--- src/rtl/cpu19_pkg.sv ---
// Shared types and constants for the return-stack link sequencer.
// Exports ADDR_W, STACK_DEPTH, DEPTH_W, addr_t, depth_t and the FSM state enum.
package cpu19_pkg;

    localparam int ADDR_W      = 19;
    localparam int STACK_DEPTH = 32;
    localparam int DEPTH_W     = $clog2(STACK_DEPTH) + 1;

    typedef logic [ADDR_W-1:0]  addr_t;
    typedef logic [DEPTH_W-1:0] depth_t;

    typedef enum logic [2:0] {
        ST_INIT,
        ST_IDLE,
        ST_C_SETUP,
        ST_C_PULSE,
        ST_R_PULSE,
        ST_R_WAIT,
        ST_R_CAPT,
        ST_FL_PULSE
    } slc_state_e;

endpackage

--- src/rtl/stack_link_ctrl_if.sv ---
// Control-unit side of the return-stack link: CALL/RET/flush requests in,
// ready / ret_addr / ret_valid / depth back. master = control unit, slave = sequencer.
interface stack_link_ctrl_if;
    import cpu19_pkg::*;

    logic   call_req;
    addr_t  call_addr;
    logic   ret_req;
    logic   flush;
    logic   ready;
    addr_t  ret_addr;
    logic   ret_valid;
    depth_t depth;

    modport master (
        output call_req, call_addr, ret_req, flush,
        input  ready, ret_addr, ret_valid, depth
    );

    modport slave (
        input  call_req, call_addr, ret_req, flush,
        output ready, ret_addr, ret_valid, depth
    );

endinterface

--- src/rtl/stack_link_ctrl_depth.sv ---
// stack_depth_ctr: saturating entry counter (0..DEPTH) with full/empty flags.
// Ports: clk, rst_n, inc_i, dec_i, clr_i -> depth_o, full_o, empty_o.
module stack_depth_ctr #(
    parameter int DEPTH = 32,
    parameter int W     = $clog2(DEPTH) + 1
) (
    input  logic         clk,
    input  logic         rst_n,
    input  logic         inc_i,
    input  logic         dec_i,
    input  logic         clr_i,
    output logic [W-1:0] depth_o,
    output logic         full_o,
    output logic         empty_o
);

    logic [W-1:0] cnt_q;
    logic [W-1:0] cnt_d;

    always_comb begin
        cnt_d = cnt_q;
        if (clr_i) begin
            cnt_d = '0;
        end else if (inc_i && !dec_i && cnt_q != W'(DEPTH)) begin
            cnt_d = cnt_q + 1'b1;
        end else if (dec_i && !inc_i && cnt_q != '0) begin
            cnt_d = cnt_q - 1'b1;
        end
    end

    always_ff @(posedge clk or negedge rst_n) begin
        if (!rst_n) begin
            cnt_q <= '0;
        end else begin
            cnt_q <= cnt_d;
        end
    end

    assign depth_o = cnt_q;
    assign full_o  = (cnt_q == W'(DEPTH));
    assign empty_o = (cnt_q == '0);

endmodule

--- src/rtl/stack_link_ctrl.sv ---
// Sequencer between the control unit and the 19x32 return stack: turns CALL/RET
// into isolated, flop-driven PUSH/POP/CLR pulses and returns popped addresses.
// Ports: CLK, RST_N, cu (slave modport), stk_inpData/stk_PUSH/stk_POP/stk_CLR out,
// stk_opData in; ovf_err/unf_err only when STACK_LINK_GUARD_EN is defined.
module stack_link_ctrl
    import cpu19_pkg::*;
(
    input  logic              CLK,
    input  logic              RST_N,
    stack_link_ctrl_if.slave  cu,
    output addr_t             stk_inpData,
    output logic              stk_PUSH,
    output logic              stk_POP,
    output logic              stk_CLR,
    input  addr_t             stk_opData
`ifdef STACK_LINK_GUARD_EN
    ,
    output logic              ovf_err,
    output logic              unf_err
`endif
);

    slc_state_e st_q;
    logic       ready_q;
    logic       rv_q;
    logic       push_q;
    logic       pop_q;
    logic       clr_q;
    addr_t      ra_q;
    addr_t      inp_q;
    depth_t     depth_w;
    logic       full_w;
    logic       empty_w;
    logic       pulse_now;

    // A pulse high this cycle forces a low gap before any CLR a flush requests.
    assign pulse_now = push_q | pop_q | clr_q;

`ifdef STACK_LINK_GUARD_EN
    logic ovf_q;
    logic unf_q;
    assign ovf_err = ovf_q;
    assign unf_err = unf_q;
`else
    logic unused_flags;
    assign unused_flags = full_w | empty_w;
`endif

    always_ff @(posedge CLK or negedge RST_N) begin
        if (!RST_N) begin
            st_q    <= ST_INIT;
            ready_q <= 1'b0;
            rv_q    <= 1'b0;
            push_q  <= 1'b0;
            pop_q   <= 1'b0;
            clr_q   <= 1'b0;
            ra_q    <= '0;
            inp_q   <= '0;
`ifdef STACK_LINK_GUARD_EN
            ovf_q   <= 1'b0;
            unf_q   <= 1'b0;
`endif
        end else begin
            push_q <= 1'b0;
            pop_q  <= 1'b0;
            clr_q  <= 1'b0;
            rv_q   <= 1'b0;
            if (st_q == ST_INIT) begin
                // The stack has no reset pin: clear it once per reset release.
                if (!clr_q) begin
                    clr_q <= 1'b1;
                end else begin
                    ready_q <= 1'b1;
                    st_q    <= ST_IDLE;
                end
            end else if (cu.flush) begin
                ready_q <= 1'b0;
                st_q    <= ST_FL_PULSE;
                clr_q   <= !pulse_now;
`ifdef STACK_LINK_GUARD_EN
                ovf_q   <= 1'b0;
                unf_q   <= 1'b0;
`endif
            end else begin
                unique case (st_q)
                    ST_IDLE: begin
                        // ready low in IDLE only after a refused request.
                        if (!ready_q) begin
                            ready_q <= 1'b1;
                        end else if (cu.call_req) begin
                            ready_q <= 1'b0;
`ifdef STACK_LINK_GUARD_EN
                            if (full_w) begin
                                ovf_q <= 1'b1;
                            end else begin
                                inp_q <= cu.call_addr;
                                st_q  <= ST_C_SETUP;
                            end
`else
                            inp_q <= cu.call_addr;
                            st_q  <= ST_C_SETUP;
`endif
                        end else if (cu.ret_req) begin
                            ready_q <= 1'b0;
`ifdef STACK_LINK_GUARD_EN
                            if (empty_w) begin
                                unf_q <= 1'b1;
                            end else begin
                                pop_q <= 1'b1;
                                st_q  <= ST_R_PULSE;
                            end
`else
                            pop_q <= 1'b1;
                            st_q  <= ST_R_PULSE;
`endif
                        end
                    end
                    ST_C_SETUP: begin
                        push_q <= 1'b1;
                        st_q   <= ST_C_PULSE;
                    end
                    ST_C_PULSE: begin
                        ready_q <= 1'b1;
                        st_q    <= ST_IDLE;
                    end
                    ST_R_PULSE: begin
                        st_q <= ST_R_WAIT;
                    end
                    ST_R_WAIT: begin
                        ra_q <= stk_opData;
                        rv_q <= 1'b1;
                        st_q <= ST_R_CAPT;
                    end
                    ST_R_CAPT: begin
                        ready_q <= 1'b1;
                        st_q    <= ST_IDLE;
                    end
                    ST_FL_PULSE: begin
                        if (!clr_q) begin
                            clr_q <= 1'b1;
                        end else begin
                            ready_q <= 1'b1;
                            st_q    <= ST_IDLE;
                        end
                    end
                    default: begin
                        st_q <= ST_INIT;
                    end
                endcase
            end
        end
    end

    // Depth follows the pulses actually sent to the stack.
    stack_depth_ctr #(
        .DEPTH (STACK_DEPTH)
    ) u_depth (
        .clk     (CLK),
        .rst_n   (RST_N),
        .inc_i   (push_q),
        .dec_i   (pop_q),
        .clr_i   (clr_q),
        .depth_o (depth_w),
        .full_o  (full_w),
        .empty_o (empty_w)
    );

    assign cu.ready     = ready_q;
    assign cu.ret_addr  = ra_q;
    assign cu.ret_valid = rv_q;
    assign cu.depth     = depth_w;
    assign stk_inpData  = inp_q;
    assign stk_PUSH     = push_q;
    assign stk_POP      = pop_q;
    assign stk_CLR      = clr_q;

endmodule
--- src/flat_wrapper.sv ---
// flat-port wrapper written by rule: the top's interface ports become plain ports
module stack_link_ctrl_flat import cpu19_pkg::*;
  (CLK, RST_N, stk_inpData, stk_PUSH, stk_POP, stk_CLR, stk_opData, cu_call_req, cu_call_addr, cu_ret_req, cu_flush, cu_ready, cu_ret_addr, cu_ret_valid, cu_depth);
  stack_link_ctrl_if cu_i ();
  input  logic CLK;
  input  logic RST_N;
  output addr_t stk_inpData;
  output logic stk_PUSH;
  output logic stk_POP;
  output logic stk_CLR;
  input  addr_t stk_opData;
  input wire logic [$bits(cu_i.call_req)-1:0] cu_call_req;
  input wire logic [$bits(cu_i.call_addr)-1:0] cu_call_addr;
  input wire logic [$bits(cu_i.ret_req)-1:0] cu_ret_req;
  input wire logic [$bits(cu_i.flush)-1:0] cu_flush;
  output wire logic [$bits(cu_i.ready)-1:0] cu_ready;
  output wire logic [$bits(cu_i.ret_addr)-1:0] cu_ret_addr;
  output wire logic [$bits(cu_i.ret_valid)-1:0] cu_ret_valid;
  output wire logic [$bits(cu_i.depth)-1:0] cu_depth;
  assign cu_i.call_req = cu_call_req;
  assign cu_i.call_addr = cu_call_addr;
  assign cu_i.ret_req = cu_ret_req;
  assign cu_i.flush = cu_flush;
  assign cu_ready = cu_i.ready;
  assign cu_ret_addr = cu_i.ret_addr;
  assign cu_ret_valid = cu_i.ret_valid;
  assign cu_depth = cu_i.depth;
  stack_link_ctrl u_core (.CLK(CLK), .RST_N(RST_N), .cu(cu_i), .stk_inpData(stk_inpData), .stk_PUSH(stk_PUSH), .stk_POP(stk_POP), .stk_CLR(stk_CLR), .stk_opData(stk_opData));
endmodule
--- config.mk ---
export PLATFORM = sky130hd
export DESIGN_NAME = stack_link_ctrl_flat
export DESIGN_NICKNAME = d
export VERILOG_FILES = /design/src/rtl/cpu19_pkg.sv /design/src/rtl/stack_link_ctrl_if.sv /design/src/rtl/stack_link_ctrl_depth.sv /design/src/rtl/stack_link_ctrl.sv /design/src/flat_wrapper.sv
export SDC_FILE = /design/constraint.sdc
export NUM_CORES = 1
export LEC_CHECK = 0
export ABC_AREA = 1
export CORE_AREA = 2 2 76 78
export DETAILED_ROUTE_END_ITERATION = 7
export DIE_AREA = 0 0 78 80
export GPL_TIMING_DRIVEN = 0
export PLACE_DENSITY = 0.89
export RECOVER_POWER = 50
export SLEW_MARGIN = 20
export SYNTH_ARGS = -nofsm -noshare
export SYNTH_HDL_FRONTEND = slang
export SYNTH_SLANG_ARGS = --single-unit
export TNS_END_PERCENT = 1
--- constraint.sdc ---
create_clock -name CLK -period 4.8 [get_ports CLK]
set_input_delay 0.72 -clock CLK [delete_from_list [all_inputs] [get_ports CLK]]
set_output_delay 0.72 -clock CLK [all_outputs]
set_load 0.03 [all_outputs]
==> results of run 1 <==
## cell families (layout without fill, tap and decap cells)
group                    count (synthesis)  count (layout)  synth area share
buffers and inverters                   43             142           0.07574
XOR/XNOR                                 3               3           0.01075
AO/OA/AOI/OAI                           35              35           0.08802
flip-flops                              52              52            0.5322
AND/OR/NAND/NOR                        153             153            0.2646
adder cells (fa/ha/maj)                  5               5           0.02866
## worst reg2reg max path, delay by kind of cell, from the launching register on
kind,cells,cell delay (ps)
AO/OA/AOI/OAI,1,80
XOR/XNOR,1,110
adder cells (fa/ha/maj),1,410
buffers and inverters,1,100
flip-flops,1,460
AND/OR/NAND/NOR,5,840
## final cells by class
cell class,instances,area (um2),share of cell area
plain buffers,7,47.55,0.01349
clock buffers,5,68.82,0.01953
clock inverters,3,27.53,0.007812
inverters,36,135.1,0.03835
multi-input cells,196,948.4,0.2692
flip-flops and latches,52,1301,0.3693
well taps,72,90.09,0.02557
repair buffers,91,904.6,0.2567
## final timing paths
| check | from | end |
|---|---|---|
| max | RST_N | u_core.u_depth.depth_o[2] |
| min | u_core.cu.ret_addr[10] | u_core.cu.ret_addr[10] |
| max reg2reg | u_core.u_depth.depth_o[0] | u_core.u_depth.depth_o[4] |
| min reg2reg | u_core.cu.ret_addr[10] | u_core.cu.ret_addr[10] |
| max in group CLK | u_core.stk_CLR | stk_CLR |
| min in group asynchronous | RST_N | u_core.cu.ret_addr[13] |
## synth_stat cells
| cell | n |
|---|---|
| nand2_1 | 101 |
| dfrtp_1 | 52 |
| inv_1 | 34 |
| nor2_1 | 19 |
| nand3_1 | 13 |
| nand2_2 | 12 |
| o21ai_0 | 10 |
| o21ai_2 | 10 |
| o21ai_1 | 9 |
| a21oi_1 | 5 |
| buf_2 | 4 |
| ha_1 | 4 |
| buf_6 | 2 |
| inv_2 | 2 |
| nor2_2 | 2 |
| nor3_1 | 2 |
| xnor2_1 | 2 |
| buf_4 | 1 |
| fa_1 | 1 |
| nand3_2 | 1 |
| nand3b_1 | 1 |
| nor3_2 | 1 |
| nor4_1 | 1 |
| o31ai_1 | 1 |
| xor2_1 | 1 |
## layer usage
layer  vias to the layer above  global-route usage
met1                      1011              0.2228
met3                        10             0.05317
li1                       1100                   -
met2                        76              0.3474
met4                         0             0.07544
met5                         -                   0
## power by group through the flow
stage | clock network (uW) | logic (uW) | registers, uW
floorplan | 0 | 332 | 1060
global placement | 0 | 1100 | 738
detailed placement | 0 | 1130 | 743
CTS | 270 | 1130 | 739
global route | 289 | 1200 | 761
finish | 263 | 1110 | 735
## sequential cells by signal, summed over array words and instances, names as in the netlist
name,flops
u_core.cu.ready,1
u_core.cu.ret_addr,19
u_core.cu.ret_valid,1
u_core.st_q,3
u_core.stk_CLR,1
u_core.stk_POP,1
u_core.stk_PUSH,1
u_core.stk_inpData,19
u_core.u_depth.depth_o,6
## per-stage QoR
step / instances / area (um2) / total power (uW) / setup slack [ps] / hold WS (ps)
floorplan: 291 / 2445 / 1395 / 2834 / 424.4
global placement: 454 / 3446 / 1838 / 1492 / 453.2
detailed placement: 454 / 3443 / 1872 / 2492 / 457.8
CTS: 462 / 3540 / 2139 / 2536 / 452.4
global route: 462 / 3523 / 2254 / 1397 / 502.1
finish: 462 / 3523 / 2113 / 2033 / 483.9
==> results.py, run 1 <==
metrics = {
    "sta": {
        "drv_slew": 53,
        "skew_ps": 8.964,
        "period_share": 0.5765,
        "layout_min_cycle_time_ps": 2767,
        "slew_headroom": -0.7906,
        "setup_viol": 0,
        "finalHoldViolations": 0,
        "rsz0062_at_grt": "no",
        "fin_tns_setup_ps": 0,
        "worst_pin_slew_ps": 2686,
        "fmax_mhz": 361.4,
    },
    "clocking": {
        "cts_max_level": 2,
        "hold_buffers": 0,
        "cts_resized": 0,
        "clock_latency_ps": 310,
        "cts_buffers": 5,
        "clockBufferDepth": 2,
        "cts_sinks": 52,
        "root_buffer": "clkbuf_8",
        "clk_pin_slew_worst_paths_ps": 110,
        "cts_tree": "yes",
        "post-cts-setup-buffer-count": 0,
    },
    "power": {
        "power.leakage_uw": 0.001705,
        "p_comb_frac": 0.527,
        "p_sw_frac": 0.4399,
        "p_switching_uw": 929.2,
        "clockPowerShare": 0.125,
        "ir_drop_mv": 0.3532,
        "p_int_uw": 1183,
        "p_per_area_mw_per_mm2": 599.6,
        "sequentialPowerShare": 0.348,
    },
    "yosys": {
        "syn-num-nets": 339,
        "syn_avg_cell_area_um2": 8.402,
        "ys_types": 25,
        "ys_ff_latch": 52,
        "synthCells": 291,
        "synth_top_area_cell": "dfrtp_1",
        "syn_area_mm2": 0.002445,
        "synth_top_area_share": 0.5322,
        "synth_area_leaders": "dfrtp_1, nand2_1, inv_1, o21ai_2, nand2_2",
        "yosysWarnings": 0,
        "ys_seq_area_frac": 0.5322,
    },
    "critical_path": {
        "rr_worst_depth": 9,
        "worstPathMaxFanout": 52,
        "crit_path_end_kind": "asynchronous set/reset pin",
        "crit_path_top_delay_cell": "clkbuf_1",
        "cp.arrival_ps": 2620,
        "path_depth": 1,
        "worstPathBufferInverterCount": 1,
        "rrSetupSlack_ps": 2690,
        "path_cells": "clkbuf_1",
        "startpoint_type": "primary input",
        "slowest_delay_ps": 1870,
        "critPathKind": "in -> async",
        "cp.required_ps": 4650,
        "crit_family": "buffers and inverters",
    },
    "drt": {
        "drt-total-wl_mm": 5.687,
        "vias": 2197,
        "wl_per_cell_um": 12.31,
        "wl_met3_um": 406,
        "route.met2.wl_mm": 2.863,
        "drtIter0Drc": 72,
        "first_pass_iters": 4,
        "vias_per_cell": 4.755,
        "drtAntennaViolNets": 0,
        "drc": 0,
        "topRoutingLayerUsed": "met4",
        "wl_met1_mm": 2.322,
    },
    "global_routing": {
        "grt_pass1_vias": 2216,
        "grt_max_degree": 53,
        "grt_pass1_wl_mm": 9.625,
        "overflow": 0,
        "grt.total_usage": 0.1950,
        "grt_antenna_before_repair": 0,
    },
    "finish": {
        "n_fill_cell": 475,
        "syn2layout_area_growth_pct": 44.11,
        "diodes": 0,
        "fin_util": 0.6519,
        "fin_nets": 437,
        "drive_gt1_frac": 0.09744,
        "final_cell_mix": "nand2_1, clkdlybuf4s50_1, dfrtp_1",
        "layout_commonest_cell": "nand2_1",
    },
    "place": {
        "io_buffer_count": 91,
        "dp_hpwl_mm": 4.299,
        "gp_congestion": 0.8543,
    },
    "run_status": {
        "failed_checks": "max-capacitance violations, max-slew violations",
        "outcome": "complete, but fails checks",
    },
    "floorplan": {
        "fp-row-count": 27,
        "die_area_mm2": 0.006240,
        "initial_core_util": 0.4523,
        "die_w_um": 78,
        "die_height_um": 80,
        "core_mm2": 0.005405,
        "io_pins": 92,
    },
    "min_path": {
        "min_path_cells": 2,
        "min_path_type": "reg -> reg",
    },
    "run": {
        "maxCapViolCount": 1,
    },
}
Note: power is estimated with default switching activity, not from simulation.
==> inputs of run 2 (changes only) <==
--- a/config.mk
+++ b/config.mk
@@ -6,11 +6,11 @@
 export NUM_CORES = 1
 export LEC_CHECK = 0
 export ABC_AREA = 1
-export CORE_AREA = 2 2 76 78
+export CORE_AREA = 2 2 78 80
 export DETAILED_ROUTE_END_ITERATION = 7
-export DIE_AREA = 0 0 78 80
+export DIE_AREA = 0 0 80 82
 export GPL_TIMING_DRIVEN = 0
-export PLACE_DENSITY = 0.89
+export PLACE_DENSITY = 0.85
 export RECOVER_POWER = 50
 export SLEW_MARGIN = 20
 export SYNTH_ARGS = -nofsm -noshare
==> constraint.sdc (replaced) <==
create_clock -name CLK -period 2.7 [get_ports CLK]
set_input_delay 0.405 -clock CLK [delete_from_list [all_inputs] [get_ports CLK]]
set_output_delay 0.405 -clock CLK [all_outputs]
set_load 0.03 [all_outputs]
==> run 2 against run 1 <==
Compared with the run above: the flow now finishes without violations; clock power up 71%; final area increased by 0.21%; via count down 1.4%; flip-flop and latch count did not move; register-to-register slack got worse by 2000 ps; count of clock-buffer cells in the layout increased by 2; total power grew 77%; highest routed layer unchanged; utilization decreased by 3.7 points; hold slack lost 110 ps; non-clock buffer count is the same.
==> results.py, run 2 (synthesis results as in run 1) <==
metrics = {
    "finish": {
        "fin_nets": 437,
        "syn2layout_area_growth_pct": 44.42,
        "fin_util": 0.6145,
        "drive_gt1_frac": 0.09744,
        "n_fill_cell": 506,
        "diodes": 0,
        "final_cell_mix": "nand2_1, clkdlybuf4s50_1, dfrtp_1",
        "layout_commonest_cell": "nand2_1",
    },
    "min_path": {
        "min_path_type": "in -> async",
    },
    "power": {
        "p_switching_uw": 1614,
        "ir_drop_mv": 0.4747,
        "p_comb_frac": 0.531,
        "p_per_area_mw_per_mm2": 1059,
        "sequentialPowerShare": 0.349,
        "power.leakage_uw": 0.001709,
        "clockPowerShare": 0.120,
        "p_int_uw": 2125,
        "total_power_uw": 3738,
        "p_sw_frac": 0.4317,
    },
    "critical_path": {
        "crit_path_end_kind": "flop",
        "rrSetupSlack_ps": 700,
        "startpoint_type": "flop",
        "critPathKind": "reg -> reg",
        "reg2reg_to": "u_core.u_depth.depth_o[4]",
        "cp.required_ps": 2880,
        "worstPathMaxFanout": 9,
        "rr_worst_depth": 9,
        "cp.arrival_ps": 2180,
        "reg2reg_from": "u_core.u_depth.depth_o[0]",
    },
    "drt": {
        "vias_per_cell": 4.658,
        "wl_per_cell_um": 12.22,
        "drtAntennaViolNets": 0,
        "vias": 2166,
        "drt-total-wl_mm": 5.680,
        "drtIter0Drc": 93,
        "first_pass_iters": 4,
        "drc": 0,
    },
    "clocking": {
        "clk_pin_slew_worst_paths_ps": 90,
        "root_buffer": "clkbuf_8",
        "clockBufferDepth": 2,
        "clock_latency_ps": 290,
        "cts_buffers": 5,
        "cts_sinks": 52,
        "cts_max_level": 2,
        "cts_resized": 0,
        "post-cts-setup-buffer-count": 0,
        "hold_buffers": 0,
        "cts_tree": "yes",
    },
    "run_status": {
        "outcome": "finished clean",
    },
    "sta": {
        "hold_slack_ps": 373.7,
        "rsz0062_at_grt": "no",
        "worst_pin_slew_ps": 1255,
        "period_share": 0.7424,
        "setup_viol": 0,
        "layout_min_cycle_time_ps": 2005,
        "finalHoldViolations": 0,
        "drv_slew": 0,
        "skew_ps": 3.874,
        "fmax_mhz": 498.9,
        "slew_headroom": 0.1632,
        "fin_tns_setup_ps": 0,
    },
    "floorplan": {
        "io_pins": 92,
        "die_height_um": 82,
        "die_w_um": 80,
        "initial_core_util": 0.4255,
        "die_area_mm2": 0.006560,
        "fp-row-count": 28,
        "core_mm2": 0.005746,
    },
    "global_routing": {
        "grt.total_usage": 0.1890,
        "overflow": 0,
        "grt_antenna_before_repair": 0,
        "grt_pass1_vias": 2114,
        "grt_max_degree": 53,
        "grt_pass1_wl_mm": 9.715,
    },
    "place": {
        "dp_hpwl_mm": 4.251,
        "io_buffer_count": 91,
        "gp_congestion": 0.8845,
    },
    "run": {
        "maxCapViolCount": 0,
    },
}
-- run 2: cell types whose count changed in the layout (fill, tap and decap cells not counted), sizes merged --
cell	change
clkdlybuf4s50	+1
dlygate4sd3	-1
inv	-1
clkbuf	+2
clkinv	-1
-- run 2: final cells by class --
type / count / area (um2) / area share
Buffer: 7 / 47.55 / 0.01347
Sequential cell: 52 / 1301 / 0.3685
Clock inverter: 1 / 7.507 / 0.002126
Timing Repair Buffer: 91 / 905.9 / 0.2566
Multi-Input combinational cell: 196 / 953.4 / 0.2700
Tap cell: 75 / 93.84 / 0.02658
Clock buffer: 7 / 86.33 / 0.02445
Inverter: 36 / 135.1 / 0.03827
-- run 2: worst max-delay path, stage by stage (launching register included) --
cell and delay, ps:
dfrtp_1 460, nor2_1 190, nand3_1 150, nand2_2 180, inv_1 70, fa_1 390, nand3b_1 170, nand2_1 80
xnor2_1 100, o21ai_0 80
-- run 2: power by group through the flow --
| stage | sequential (uW) | clock, uW | combinational, uW |
|---|---|---|---|
| 3_3_place_gp | 1310 | 0 | 1960 |
| 4_1_cts | 1310 | 470 | 2010 |
| 6_report | 1310 | 449 | 1980 |
| 5_1_grt | 1350 | 505 | 2170 |
| 3_5_place_dp | 1320 | 0 | 2000 |
| 2_1_floorplan | 1890 | 0 | 590 |
-- run 2: how the worst max path moves through the flow --
stage / from / end / cells after the start
floorplan: u_core.u_depth.depth_o[5] / u_core.u_depth.depth_o[4] / 10
global placement: RST_N / u_core.cu.ret_addr[8] / 1
detailed placement: u_core.u_depth.depth_o[0] / u_core.u_depth.depth_o[4] / 9
CTS: u_core.u_depth.depth_o[0] / u_core.u_depth.depth_o[4] / 9
global route: u_core.u_depth.depth_o[0] / u_core.u_depth.depth_o[4] / 9
finish: u_core.u_depth.depth_o[0] / u_core.u_depth.depth_o[4] / 9
-- run 2: through the flow --
stage	setup WS [ps]	std cells	cell area [um2]
CTS	694.2	465	3541
finish	695.4	465	3531
global route	493.4	465	3531
floorplan	734.4	291	2445
detailed placement	702.4	457	3447
global placement	-313.3	457	3450
-- run 2: metal layers --
layer | vias up | part of all wire | GRT usage
met2 | 76 | 0.51 | 0.3317
met4 | 0 | 0.0040 | 0.05424
met3 | 4 | 0.064 | 0.04505
li1 | 1092 | - | -
met5 | - | 0 | 0
met1 | 994 | 0.42 | 0.2328
